--- src/rtl/sort4_pkg.sv ---
// Shared constants and state encoding for the 4-entry descending sorter.
package sort4_pkg;

    localparam int N_ENTRIES = 4;
    localparam int N_PHASES  = 4;

    typedef enum logic [1:0] {
        LOAD  = 2'd0,
        SORT  = 2'd1,
        DRAIN = 2'd2
    } state_t;

endpackage

--- src/rtl/sort4_desc_cmp_swap.sv ---
// Combinational compare-swap cell: larger word on hi_out, smaller on lo_out.
// Words swap only on strict less-than, so equal words keep their order.
module cmp_swap #(
    parameter int WIDTH = 8
) (
    input  logic [WIDTH-1:0] hi_in,
    input  logic [WIDTH-1:0] lo_in,
    output logic [WIDTH-1:0] hi_out,
    output logic [WIDTH-1:0] lo_out
);

    logic swap;

    assign swap   = (hi_in < lo_in);
    assign hi_out = swap ? lo_in : hi_in;
    assign lo_out = swap ? hi_in : lo_in;

endmodule

--- src/rtl/sort4_desc.sv ---
// Sequential 4-entry sorter: loads four words, runs four odd-even transposition
// phases, then streams the words out largest-first over valid/ready.
module sort4_desc
    import sort4_pkg::*;
#(
    parameter int WIDTH = 8
) (
    input  logic             clk,
    input  logic             rst_n,
    input  logic             in_valid,
    output logic             in_ready,
    input  logic [WIDTH-1:0] in_data,
    output logic             out_valid,
    input  logic             out_ready,
    output logic [WIDTH-1:0] out_data,
    output logic             out_last,
    output logic             busy
);

    localparam logic [1:0] LAST_CNT   = 2'(N_ENTRIES - 1);
    localparam logic [1:0] LAST_PHASE = 2'(N_PHASES - 1);

    state_t           state;
    logic [WIDTH-1:0] slot [N_ENTRIES];
    logic [1:0]       cnt;
    logic [1:0]       phase;
    logic [1:0]       idx;

    logic             accept;
    logic             take;
    logic             odd_phase;
    logic [WIDTH-1:0] a_hi_in, a_lo_in, a_hi_out, a_lo_out;
    logic [WIDTH-1:0] b_hi_out, b_lo_out;

    // in_ready depends only on the state register (and reset), never on out_ready.
    assign in_ready  = rst_n && (state == LOAD);
    assign accept    = in_valid && in_ready;
    assign take      = out_valid && out_ready;
    assign odd_phase = phase[0];
    assign busy      = (state != LOAD);
    assign out_data  = slot[idx];
    assign out_last  = out_valid && (idx == LAST_CNT);

    // Cell A serves pair (0,1) on even phases and is reused for pair (1,2) on odd phases.
    assign a_hi_in = odd_phase ? slot[1] : slot[0];
    assign a_lo_in = odd_phase ? slot[2] : slot[1];

    cmp_swap #(.WIDTH(WIDTH)) u_cs_a (
        .hi_in  (a_hi_in),
        .lo_in  (a_lo_in),
        .hi_out (a_hi_out),
        .lo_out (a_lo_out)
    );

    cmp_swap #(.WIDTH(WIDTH)) u_cs_b (
        .hi_in  (slot[2]),
        .lo_in  (slot[3]),
        .hi_out (b_hi_out),
        .lo_out (b_lo_out)
    );

    always_ff @(posedge clk) begin
        if (!rst_n) begin
            state     <= LOAD;
            cnt       <= 2'd0;
            phase     <= 2'd0;
            idx       <= 2'd0;
            out_valid <= 1'b0;
            for (int i = 0; i < N_ENTRIES; i++) begin
                slot[i] <= '0;
            end
        end else begin
            case (state)
                LOAD: begin
                    if (accept) begin
                        slot[cnt] <= in_data;
                        cnt       <= cnt + 2'd1;
                        if (cnt == LAST_CNT) begin
                            state <= SORT;
                            phase <= 2'd0;
                        end
                    end
                end
                SORT: begin
                    if (odd_phase) begin
                        slot[1] <= a_hi_out;
                        slot[2] <= a_lo_out;
                    end else begin
                        slot[0] <= a_hi_out;
                        slot[1] <= a_lo_out;
                        slot[2] <= b_hi_out;
                        slot[3] <= b_lo_out;
                    end
                    phase <= phase + 2'd1;
                    if (phase == LAST_PHASE) begin
                        state     <= DRAIN;
                        idx       <= 2'd0;
                        out_valid <= 1'b1;
                    end
                end
                DRAIN: begin
                    if (take) begin
                        idx <= idx + 2'd1;
                        if (idx == LAST_CNT) begin
                            state     <= LOAD;
                            cnt       <= 2'd0;
                            out_valid <= 1'b0;
                        end
                    end
                end
                default: begin
                    state     <= LOAD;
                    out_valid <= 1'b0;
                end
            endcase
        end
    end

endmodule

--- config.mk ---
export PLATFORM = sky130hd
export DESIGN_NAME = sort4_desc
export DESIGN_NICKNAME = d
export VERILOG_FILES = /design/src/rtl/sort4_pkg.sv /design/src/rtl/sort4_desc_cmp_swap.sv /design/src/rtl/sort4_desc.sv
export SDC_FILE = /design/constraint.sdc
export NUM_CORES = 1
export LEC_CHECK = 0
export ABC_CLOCK_PERIOD_IN_PS = 3400
export CELL_PAD_IN_SITES_DETAIL_PLACEMENT = 0
export CELL_PAD_IN_SITES_GLOBAL_PLACEMENT = 2
export CORE_ASPECT_RATIO = 1.75
export CORE_MARGIN = 4
export CORE_UTILIZATION = 35
export DETAILED_ROUTE_END_ITERATION = 8
export PLACE_DENSITY = 0.77
export SYNTH_ARGS = -nofsm -noshare
export SYNTH_HDL_FRONTEND = slang
export SYNTH_SLANG_ARGS = --single-unit
--- constraint.sdc ---
create_clock -name clk -period 3.4 [get_ports clk]
set_input_delay 0.34 -clock clk [delete_from_list [all_inputs] [get_ports clk]]
set_output_delay 0.34 -clock clk [all_outputs]
set_load 0.005 [all_outputs]
==> results.tsv <==
stage	metric	value	unit
layout	area grow syn2layout	16.9	%
grt	pin count of the biggest net entering global routing	19	
timing	period utilization	0.899	
clock_tree	# Post-CTS Setup Buffers	0	
worst_setup_path	worst endpoint data arrival time	3100	ps
yosys	async set-reset flop share out of synthesis	0	
timing	Max Fclk	327	MHz
layout	post-route insts no fill	392	
timing	PnR worst setup slack	344	ps
yosys	EDFF count, synth	32	
clock_tree	TritonCTS clock tree	done	
timing	Setup Skew	6.73	ps
grt	initial antenna violation count	0	
power	Clk pwr share	0.364	
hold_path	Tightest Hold Check Type	reg2reg	
yosys	Yosys warnings	0	
placed_design	DP HPWL	5.72	mm
layout	final core utilization	0.418	
placed_design	Post-Place Cell Area	0.00329	mm^2
clock_tree	worst-case clock buffer depth	2	
placed_design	Place WS	341	ps
grt	vias in the first global route	2378	
power	internal power	1.04	mW
layout	layout cells sized above 1	0.0967	
grt	first-pass GRT wire length	12.9	mm
clock_tree	hold_buf cts	0	
yosys	top cell type's share of synthesized area	0.325	
yosys	post-synth top area cell	edfxtp_1	
die	die span in x	77.4	um
yosys	flops & latches, synth	43	
power	Switching Fraction	0.270	
timing	Final setup viols	0	
die	Site Rows	44	
drt	First DRT Iteration DRCs	152	
clock_tree	Clk pin slew, worst setup/hold paths	60	ps
timing	final hold slack	525	ps
power	combinational share of power	0.201	
power	pwr/cell area	415	mW/mm^2
die	Die Y	130	um
drt	1st-pass router iterations	4	
yosys	dominant synthesized flop cell	edfxtp_1	
yosys	Yosys cell types	40	
yosys	cell area after synthesis	0.00295	mm^2
timing	Final Slew Violations	0	
yosys	post-synthesis sequential area ratio	0.400	
clock_tree	clock sinks	43	
drt	Final ANT Viol Nets	0	
layout	fillers	819	
die	core area	0.00826	mm^2
drt	WL/cell	20.1	um
clock_tree	cts bufs inserted	5	
layout	Antenna diodes	0	
drt	Post-route DRC	0	
clock_tree	Clk Latency, worst-skew pair	290	ps
yosys	Synth area leaders	edfxtp_1 (33%), mux2i_1 (9.2%), ha_1 (8.5%), dfxtp_1 (7.5%), a22o_1 (7.1%)	
clock_tree	post-CTS sizing	0	
die	initial core utilization	0.358	
worst_setup_path	CP Launch Type	flop	
layout	NumNets Final	331	
power	leakage	1.32	nW
drt	routed vias	2227	
die	IO Count	24	
clock_tree	Root Driver	clkbuf_16	
die	Die ar.	0.0100	mm^2
status	status	finished clean	
placed_design	Routability Congestion	0.786	
drt	Vias/cell	5.68	
yosys	cell with the most instances after synthesis	edfxtp_1	
power	sequential power share	0.435	
yosys	Mapped Avg Cell Area	10.6	um^2
worst_setup_path	CP endpoint kind	flop	
yosys	Post-Syn Nets	310	
power	Switch Pwr	387	uW
timing	final hold vios	0	
timing	Max-slew headroom	0.567	
worst_setup_path	critical setup path kind	reg2reg	
clock_tree	H-tree lvl count	2	
yosys	post-synthesis instance total	278	
placed_design	placed cell count	384	
layout	Final Cell Area	0.00345	mm^2
drt	drt total wl	7.89	mm
grt	gr usage total	0.171	
power	Final Power	1.43	mW
worst_setup_path	Req. time, crit path	3440	ps
yosys	Synth top cells by count	edfxtp_1 (32), mux2i_1 (27), o21ai_0 (26)	
grt	total grt overflow	0	
power	VDD IR max	199	uV
timing	Period minus WS final	3060	ps
timing	unrepaired setup endpoints after global routing	false	
timing	Worst Tran Pin Value	649	ps
flow_run	Max-Cap Viols	0	
placed_design	IO buf count	23	
worst_setup_path	Max FO, Critical Path	18	
timing	total negative slack	0	ps
-- worst paths after layout --
path	startpoint	end	slack [ps]	cells past startpoint
max reg2reg	phase[0]	slot[1][4]	340	9
min	cnt[1]	cnt[1]	530	2
max	phase[0]	slot[1][4]	340	9
min reg2reg	cnt[1]	cnt[1]	530	2
-- area by class of cell --
cell class / count / area [um^2] / area share
multi-input cells: 198 / 1630 / 0.472
flip-flops and latches: 43 / 1180 / 0.342
repair buffers: 32 / 298 / 0.0863
clock buffers: 8 / 158 / 0.0457
well taps: 92 / 115 / 0.0334
inverters: 19 / 71.3 / 0.0207
-- worst max-delay path, stage by stage (launching register included) --
cell     delay (ps)
dfxtp_1         530
buf_4           340
mux2i_1         370
ha_1            240
a211o_1         130
a31oi_2          50
o31ai_4         370
xor2_4          410
mux2i_1         140
a22o_1          210
-- routing by layer --
layer	share of wire	vias up	GRT usage
met2	0.54	31	0.320
met3	0.025	12	0.0229
met5	0	-	0
met1	0.40	1096	0.191
li1	-	1088	-
met4	0.029	0	0.0734
-- state kept, by name (all words and copies together), names as in the netlist, named ones only --
register	count
cnt	2
idx	2
out_valid	1
phase	2
slot	32
state	2
-- cells in the final DEF, fill, tap and decap left out, types with 2 or more instances in the layout --
| cell | netlist | layout |
|---|---|---|
| a211o_1 | 2 | 2 |
| a21boi_0 | 2 | 2 |
| a21o_1 | 3 | 3 |
| a21oi_1 | 9 | 9 |
| a22o_1 | 24 | 24 |
| a22oi_1 | 9 | 9 |
| and2_1 | 9 | 9 |
| buf_4 | 0 | 9 |
| clkbuf_1 | 13 | 2 |
| clkbuf_16 | 0 | 6 |
| clkdlybuf4s50_1 | 0 | 23 |
| dfxtp_1 | 11 | 11 |
| edfxtp_1 | 32 | 32 |
| ha_1 | 20 | 20 |
| inv_1 | 19 | 19 |
| mux2i_1 | 27 | 27 |
| mux4_2 | 8 | 8 |
| nand2_1 | 21 | 21 |
| nand2b_1 | 4 | 4 |
| nand3b_1 | 2 | 2 |
| nor2_1 | 7 | 7 |
| nor2b_1 | 5 | 5 |
| o21a_1 | 3 | 3 |
| o21ai_0 | 26 | 26 |
-- cell families after synthesis --
family,share of synthesized area
AO/OA/AOI/OAI,0.208
multiplexers,0.156
adder cells (fa/ha/maj),0.0847
buffers and inverters,0.0487
flip-flops,0.400
XOR/XNOR,0.00932
AND/OR/NAND/NOR,0.0924
-- power groups by stage --
stage | sequential (mW) | clock (mW) | combinational [mW]
finish | 0.623 | 0.522 | 0.288
global route | 0.626 | 0.550 | 0.324
CTS | 0.623 | 0.528 | 0.291
detailed placement | 0.634 | 0 | 0.290
global placement | 0.634 | 0 | 0.289
floorplan | 0.622 | 0 | 0.193
Power figures use the tool's default switching activity.
